--- src/rtl/gpi_debounce.sv ---
// rtl/gpi_debounce.sv - GPI synchroniser + per-bit debounce with rise/fall pulses; sticky IRQ built only when GPI_DEBOUNCE_IRQ_EN is defined
module gpi_debounce #(
   parameter int Width          = 8,
   parameter int SyncStages     = 2,
   parameter int DebounceCycles = 4
) (
   input  logic             clk_sys_i,
   input  logic             rst_sys_i,
   input  logic [Width-1:0] gp_raw_i,
   output logic [Width-1:0] gp_o,
   output logic [Width-1:0] rise_o,
   output logic [Width-1:0] fall_o,
   output logic             irq_o,
   input  logic             irq_clr_i
);

   localparam int CntW = $clog2(DebounceCycles + 1);
   localparam logic [CntW-1:0] CntLast = CntW'(DebounceCycles - 1);

   logic [SyncStages-1:0][Width-1:0] sync_q;
   logic [Width-1:0]                 sync_w;
   logic [Width-1:0][CntW-1:0]       cnt_q;
   logic [Width-1:0]                 gp_q;
   logic [Width-1:0]                 rise_q;
   logic [Width-1:0]                 fall_q;

   assign sync_w = sync_q[SyncStages-1];

   // Synchroniser chain: stage 0 captures the asynchronous pins, last stage feeds the filter.
   always_ff @(posedge clk_sys_i) begin
      if (rst_sys_i) begin
         sync_q <= '0;
      end else begin
         sync_q[0] <= gp_raw_i;
         for (int s = 1; s < SyncStages; s++) begin
            sync_q[s] <= sync_q[s-1];
         end
      end
   end

   // Per-bit filter: count consecutive mismatches, accept the new level on the last one and pulse its direction.
   always_ff @(posedge clk_sys_i) begin
      if (rst_sys_i) begin
         cnt_q  <= '0;
         gp_q   <= '0;
         rise_q <= '0;
         fall_q <= '0;
      end else begin
         for (int i = 0; i < Width; i++) begin
            rise_q[i] <= 1'b0;
            fall_q[i] <= 1'b0;
            if (sync_w[i] == gp_q[i]) begin
               cnt_q[i] <= '0;
            end else if (cnt_q[i] == CntLast) begin
               cnt_q[i]  <= '0;
               gp_q[i]   <= sync_w[i];
               rise_q[i] <= sync_w[i];
               fall_q[i] <= ~sync_w[i];
            end else begin
               cnt_q[i] <= cnt_q[i] + CntW'(1);
            end
         end
      end
   end

   assign gp_o   = gp_q;
   assign rise_o = rise_q;
   assign fall_o = fall_q;

`ifdef GPI_DEBOUNCE_IRQ_EN
   logic irq_q;

   // Sticky interrupt: any pulse sets it, clear only takes effect when no pulse is present.
   always_ff @(posedge clk_sys_i) begin
      if (rst_sys_i) begin
         irq_q <= 1'b0;
      end else if ((|rise_q) || (|fall_q)) begin
         irq_q <= 1'b1;
      end else if (irq_clr_i) begin
         irq_q <= 1'b0;
      end
   end

   assign irq_o = irq_q;
`else
   logic unused_irq_clr;

   assign unused_irq_clr = irq_clr_i;
   assign irq_o          = 1'b0;
`endif

endmodule

--- config.mk ---
export PLATFORM = sky130hd
export DESIGN_NAME = gpi_debounce
export DESIGN_NICKNAME = d
export VERILOG_FILES = /design/src/rtl/gpi_debounce.sv
export SDC_FILE = /design/constraint.sdc
export NUM_CORES = 1
export LEC_CHECK = 0
export CORE_MARGIN = 2
export CORE_UTILIZATION = 30
export CTS_BUF_LIST = sky130_fd_sc_hd__clkbuf_8
export CTS_CLUSTER_DIAMETER = 60
export DETAILED_ROUTE_END_ITERATION = 8
export HOLD_SLACK_MARGIN = 0.05
export REMOVE_ABC_BUFFERS = 1
export SYNTH_ARGS = -nofsm -noshare
export SYNTH_HDL_FRONTEND = slang
export SYNTH_SLANG_ARGS = --single-unit
export TNS_END_PERCENT = 50
--- constraint.sdc ---
create_clock -name clk_sys_i -period 1.55 [get_ports clk_sys_i]
set_clock_uncertainty 0.05 [all_clocks]
set_input_delay 0.465 -clock clk_sys_i [delete_from_list [all_inputs] [get_ports clk_sys_i]]
set_output_delay 0.465 -clock clk_sys_i [all_outputs]
set_load 0.05 [all_outputs]
# Yosys cells after proc, flatten, opt, wreduce, memory -nomap -nowiden
# Cells that the tools add are included.
# classes
reduce_logical	24
bitwise	24
add_sub_neg	8
n_eq_ne	16
# op_table
cell	count
OR reduction 3 bit	16
adder 3 x 1 -> 3 bit (second input constant)	8
== test 3 x 2 -> 1 bit (second input constant)	8
NOT 1 bit	24
AND reduction 2 bit	8
== test 1 bit	8
# totals
out_inout_bits	25
regBits	64

# Logic depth before layout (Yosys ltp)
# Gate-level depths: netlist (run 1).
# logic_depth
word_depth	3
mapped_depth	4
ltp_nobuf	4

# Worst setup path after synthesis (run 1)
# No wires, ideal clock.
# synth_timing
path_type	flip-flop to flip-flop
startpoint	register gp_q[4], in the netlist gp_o[4]
endpoint	register cnt_q[13] in the netlist's numbering
stages_incl_launch_ff	3
setup_slack_ns	0.305
n_path_buf	0
required_ns	1.413
arrival_ns	1.108
setup_time_ns	0.087
synth_period_minus_slack_ns	1.245
cell_sequence	dfxtp_1 xnor2_1 nor4b_2
# synth_between
elab_chain_cells	2
# synth_rtl
item	line	source
start: declaration	23	logic [Width-1:0] gp_q;
start signal: indexed assignment	56	gp_q[i] <= sync_w[i];
== test 1 bit	52	if (sync_w[i] == gp_q[i]) begin
OR reduction 3 bit (no line)	-	
end signal: indexed assignment	60	cnt_q[i] <= cnt_q[i] + CntW'(1);
end: declaration	22	logic [Width-1:0][CntW-1:0] cnt_q;
# No other way between the ends.
# A chain may end at the register's enable or synchronous reset.

# Worst setup path after layout (run 1)
# layout_timing
startpoint	register gp_q[0], in the netlist gp_o[0]
endpoint	output gp_o[0]
# layout_rtl
item	line	source
end: declaration	10	output logic [Width-1:0] gp_o,
# No word-level cell between the ends.

==> qor.yml, run 1 <==
place:
  gp_congestion: 0.676
  place_hpwl_mm: 2.19
  io_buffers: 33
clocking:
  cts_sinks: 64
  path_clk_slew_ns: 0.07
  htreeDepth: 3
  clockRootBuffer: "clkbuf_8"
  clk_path_buf_depth: 2
  post_cts_buffers: 0
  clk_latency_ns: 0.33
  tritoncts: "built"
  holdBufCountCts: 0
  cts_made_buffers: 9
  cts-resized-gates: 0
logic_synthesis:
  synthTopCellsByArea: "dfxtp_1, ha_1, nor4b_2"
  synth_top_area_share_pct: 55.0
  netlist_area_mm2: 0.00233
  yosysWarningCount: 0
  syn_avg_cell_area_um2: 13.2
  postSynthCellCount: 177
  ys_types: 16
  synth-seq-cells: 64
  yosys.area.top_type: "dfxtp_1"
  yosysSeqAreaShare_pct: 55.0
worst_hold_path:
  worstHoldPathType: "flop to flop"
timing:
  hold_violations: 0
  min_period_ns: 1.49
  grt_setup_unrepaired: "false"
  finalMaxSlewViolations: 0
  max_freq_mhz: 670
  tns_ns: 0
  period_share_pct: 96.4
  setup_viol: 0
cells_and_area:
  layout-drive-gt1-share_pct: 30.6
  fin_util_pct: 41.5
  final_net_count: 244
  syn2layout_area_growth_pct: 35.6
  diodes: 0
grt:
  track_usage_pct: 8.53
  gr-max-usage-layer: "met2"
  grtUsageMet3_pct: 4.35
  grt_antenna_before_repair: 0
  globalRouteMet1Util_pct: 9.48
  grt_pass1_wl_mm: 5.51
  grt_overflow: 0
  grt_max_degree: 35
  grt_util_met2_pct: 12.6
  grt_pass1_vias: 1253
floorplanning:
  rows: 32
  die_w_um: 92.1
  initial_core_util_pct: 30.6
  ioPinCount: 36
  core_region_area_mm2: 0.00761
  die_h_um: 92.1
  die_area_mm2: 0.00848
setup_path:
  path_buf_inv: 1
  max_stage_delay_ns: 0.47
  path_cells: "buf_12"
  crit_type: "flop to output pin"
  crit_slowest_cell: "dfxtp_1"
  critPathArrivalTime_ns: 0.98
  worstPathMaxFanout: 5
  cp-start-kind: "flop"
  critPathCaptureType: "output pin"
  crit_family: "flip-flops"
  worstPathRequired_ns: 1.03
status:
  status: "finished clean"
power_and_ir_drop:
  power.ir.vdd_worst_mv: 0.511
  power.density_mw_per_mm2: 953
  p_leak_nw: 1.11
detailed_routing:
  drc: 0
  routed_via_density: 4.25
  drt_pass1_iterations: 2
  ant_nets: 0
  post_drt_wl_per_cell_um: 9.85
  wirelength_mm: 3.19
  vias: 1378
  first_iter_violations: 32
flow_run:
  drv_cap: 0
final timing paths:
path,start,to,slack (ns),depth (start not counted)
max,gp_o[0],gp_o[0],0.06,1
min,cnt_q[3],cnt_q[3],0.38,1
max reg2reg,cnt_q[12],rise_o[4],0.30,3
min reg2reg,cnt_q[3],cnt_q[3],0.38,1
through the flow:
| stage | total power [mW] | cell area [um^2] | cells | worst slack [ns] | hold WS, ns |
|---|---|---|---|---|---|
| 2_1_floorplan | 1.76 | 2250 | 169 | 0.305 | 0.354 |
| 3_3_place_gp | 1.83 | 2980 | 308 | 0.253 | 0.365 |
| 3_5_place_dp | 1.83 | 2980 | 308 | 0.212 | 0.372 |
| 4_1_cts | 3.08 | 3150 | 324 | 0.0136 | 0.383 |
| 5_1_grt | 3.15 | 3160 | 324 | 0.00284 | 0.406 |
| 6_report | 3.01 | 3160 | 324 | 0.0564 | 0.378 |
where the power goes:
group	switching [mW]	total, mW	leakage, nW	internal (mW)
Sequential	0.0136	1.68	0.521	1.67
Clock	0.644	1.22	0.0772	0.574
Combinational	0.0515	0.106	0.509	0.0548
cell type report:
class	instances	area (um^2)
Fill cell	727	4450
Sequential cell	64	1280
Multi-Input combinational cell	97	935
Timing Repair Buffer	37	608
Tap cell	102	128
Clock buffer	9	124
Clock inverter	7	48.8
Inverter	8	30.0
routing by layer:
metal	up-vias	share of wire [%]
li1	709	-
met5	-	0
met4	0	2.5
met1	638	46
met2	24	45
met3	7	6.0
synth_stat cells:
library cell / instances
buf_4: 2
inv_1: 8
buf_6: 6
xnor2_1: 8
nor4b_2: 8
dfxtp_1: 64
conb_1: 1
nor4_2: 4
nor4bb_1: 7
ha_1: 16
nor4_1: 12
nor2_1: 8
mux2i_1: 8
nor2b_1: 16
nor4bb_2: 6
and4bb_2: 3
cells in the final DEF, fill, tap and decap left out, drive strengths merged:
cell           count
nor4b              8
buf               29
dfxtp             64
and4bb             3
conb               1
nor4              16
xnor2              8
ha                16
mux2i              8
nor4bb            13
clkbuf             9
inv                8
nor2               8
clkinvlp           4
clkinv             3
nor2b             16
clkdlybuf4s50      8
flip-flops by register name, summed over array words and instances (netlist names):
name    count
sync_w      8
fall_o      8
gp_o        8
sync_q      8
cnt_q      24
rise_o      8
worst reg2reg max path, stage by stage, from the launching register on:
cell,delay (ns)
dfxtp_1,0.34
ha_1,0.16
ha_1,0.30
nor4bb_2,0.31
kinds of logic (layout without fill, tap and decap cells):
group | count (synthesis) | count (layout) | synth area share [%]
other cells | 1 | 1 | 0.161
xor+xnor | 8 | 8 | 3.01
mux | 8 | 8 | 3.44
fa+ha+maj | 16 | 16 | 8.60
buf+inv | 16 | 61 | 4.84
simple gates | 64 | 64 | 24.9
flops | 64 | 64 | 55.0
Power figures use the tool's default switching activity.
==> run 2: changes to the inputs <==
SLEW_MARGIN = 20   (was not set)
==> results of run 2 <==
Same layout as run 1: the final DEF is identical, and so are final timing and power.
==> run 3: changes to the inputs <==
ABC_AREA = 1   (was not set)
==> run 3 against run 2 <==
Against the previous run:
- sequential share of layout area grew 0.59 points
- register-to-register slack better by 0.06 ns
- sequential cell count is the same
- cell count grew 20%
==> qor.yml, run 3 <==
detailed_routing:
  ant_nets: 0  # unchanged
  drt_pass1_iterations: 4  # +2
  routed_via_density: 4.05  # -4.7%
  first_iter_violations: 40  # +25%
  vias: 1580  # +15%
  wirelength_mm: 3.37  # +5.5%
  drc: 0  # unchanged
  post_drt_wl_per_cell_um: 8.64  # -12%
logic_synthesis:
  synth_common_cells: "dfxtp_1, inv_1, nor2_1, nand2_1"
  syn_avg_cell_area_um2: 9.20  # -30%
  synth_edf_count: 0  # unchanged
  yosys.area.top_type: "dfxtp_1"
  synth-seq-cells: 64  # unchanged
  ys_async_sr_fraction_pct: 0  # unchanged
  synthTopCellsByArea: "dfxtp_1, inv_1, ha_1"
  yosysMostFrequentCell: "dfxtp_1"
  postSynthCellCount: 247  # +40%
  ys_types: 17  # +1
  synth_top_area_share_pct: 56.4  # +1.4 points
  synthFlopType: "dfxtp_1"
  yosysSeqAreaShare_pct: 56.4  # +1.4 points
  yosysWarningCount: 0  # unchanged
  netlist_area_mm2: 0.00227  # -2.4%
floorplanning:
  die_h_um: 91.0  # -1.2%
  ioPinCount: 36  # unchanged
  initial_core_util_pct: 31.2  # +0.55 points
  die_w_um: 91.0  # -1.2%
  die_area_mm2: 0.00829  # -2.3%
  core_region_area_mm2: 0.00729  # -4.1%
  rows: 31  # -3.1%
setup_path:
  crit_family: "flip-flops"
  cp.depth: 1  # unchanged
  r2r_start: "cnt_q[6]"
  worstPathMaxFanout: 4  # -1
  cp-endpoint: "gp_o[1]"
  path_cells: "buf_12"
  cp-start-kind: "flop"
  ff2ff_path_depth: 5  # +2
  startpoint: "gp_o[1]"
  rr_endpoint: "cnt_q[8]"
  path_buf_inv: 1  # unchanged
  critPathCaptureType: "output pin"
  crit_type: "flop to output pin"
  crit_slowest_cell: "dfxtp_1"
  worstPathRequired_ns: 1.03  # about the same
  max_stage_delay_ns: 0.45  # -0.02 ns
  r2r_setup_slack_ns: 0.36  # +0.06 ns
  critPathArrivalTime_ns: 0.95  # -0.03 ns
timing:
  max_freq_mhz: 682  # +1.8%
  hold_violations: 0  # unchanged
  setup_viol: 0  # unchanged
  period_share_pct: 94.7  # -1.7 points
  hold_slack_ns: 0.348  # -0.0303 ns
  min_period_ns: 1.47  # -0.0264 ns
  grt_setup_unrepaired: "false"
  finalMaxSlewViolations: 0  # unchanged
clocking:
  clk_path_buf_depth: 2  # unchanged
  holdBufCountCts: 0  # unchanged
  htreeDepth: 3  # unchanged
  clk_latency_ns: 0.33  # about the same
  clockRootBuffer: "clkbuf_8"
  cts_sinks: 64  # unchanged
  tritoncts: "built"
  cts-resized-gates: 0  # unchanged
  cts_made_buffers: 9  # unchanged
  post_cts_buffers: 0  # unchanged
  path_clk_slew_ns: 0.07  # about the same
power_and_ir_drop:
  p_leak_nw: 1.26  # +14%
  power.ir.vdd_worst_mv: 0.581  # +14%
  power.density_mw_per_mm2: 1010  # +5.6%
cells_and_area:
  mostFrequentLayoutCell: "dfxtp_1"
  layout_common_cells: "dfxtp_1, inv_1, nor2_1, buf_12, nand2_1"
  largest_reg_flops: 24  # unchanged
  fillCellCount: 731  # +0.55%
  fin_util_pct: 42.6  # +1.1 points
  diodes: 0  # unchanged
  syn2layout_area_growth_pct: 36.7
  regMostFlops: "cnt_q"
  layout-drive-gt1-share_pct: 15.5  # -15 points
  final_net_count: 314  # +29%
grt:
  track_usage_pct: 9.17  # +0.65 points
  grt_max_degree: 25  # -29%
  grt_pass1_vias: 1456  # +16%
  grt_antenna_before_repair: 0  # unchanged
  grt_pass1_wl_mm: 5.89  # +6.9%
  grt_overflow: 0  # unchanged
flow_run:
  drv_cap: 0  # unchanged
place:
  gp_congestion: 0.736  # +8.9%
  io_buffers: 33  # unchanged
  place_hpwl_mm: 2.45  # +12%
worst_hold_path:
  worstHoldPathType: "flop to flop"
  hold_path_depth: 2  # +1
status:
  status: "finished clean"
-- run 3: layout make-up --
class	instances	area, um^2	share of cell area (%)
sequential	64	1280	41.3
timing repair buffer	34	578	18.6
tap	99	124	3.99
clock inverter	5	48.8	1.57
clock buffer	10	138	4.43
inverter	57	219	7.05
multi-input combinational	121	717	23.1
-- run 3: logic make-up after synthesis --
logic type	after synthesis	share of synthesized area (%)
other	1	0.165
adders and majority gates	16	8.81
and+or+nand+nor	88	19.1
buffers and inverters	62	12.1
AOI/OAI and AO/OA	16	3.52
DFF	64	56.4
-- run 3: report_power, final --
group	switching, mW	internal (mW)	total (mW)	leakage, nW
Sequential	0.0137	1.67	1.68	0.519
Clock	0.581	0.763	1.34	0.103
Combinational	0.0554	0.0419	0.0973	0.640
-- run 3: through the flow --
step	area (um^2)	power [mW]	std cells	TNS, ns	setup WS, ns
after floorplan	2220	1.77	242	0	0.388
after global placement	2920	1.82	375	-2.92	-0.109
after detailed placement	2920	1.82	375	-3.75	-0.129
after CTS	3110	3.20	390	0	0.0524
after global routing	3110	3.29	390	0	0.0292
final	3110	3.12	390	0	0.0828
-- run 3: worst min path at each step --
stage | slack (ns) | start | endpoint
global route | 0.37 | sync_q[4] | sync_w[4]
floorplan | 0.34 | sync_q[0] | sync_w[0]
CTS | 0.35 | sync_q[2] | sync_w[2]
global placement | 0.34 | sync_q[5] | sync_w[5]
finish | 0.35 | sync_q[0] | sync_w[0]
detailed placement | 0.35 | sync_q[0] | sync_w[0]
-- run 3: routing by layer --
metal / routed length, um / vias up / global-route usage (%)
li1: - / 830 / -
met1: 1460 / 709 / 9.34
met2: 1570 / 36 / 14.6
met3: 289 / 5 / 5.89
met4: 48 / 0 / 4.42
met5: 0 / - / 0
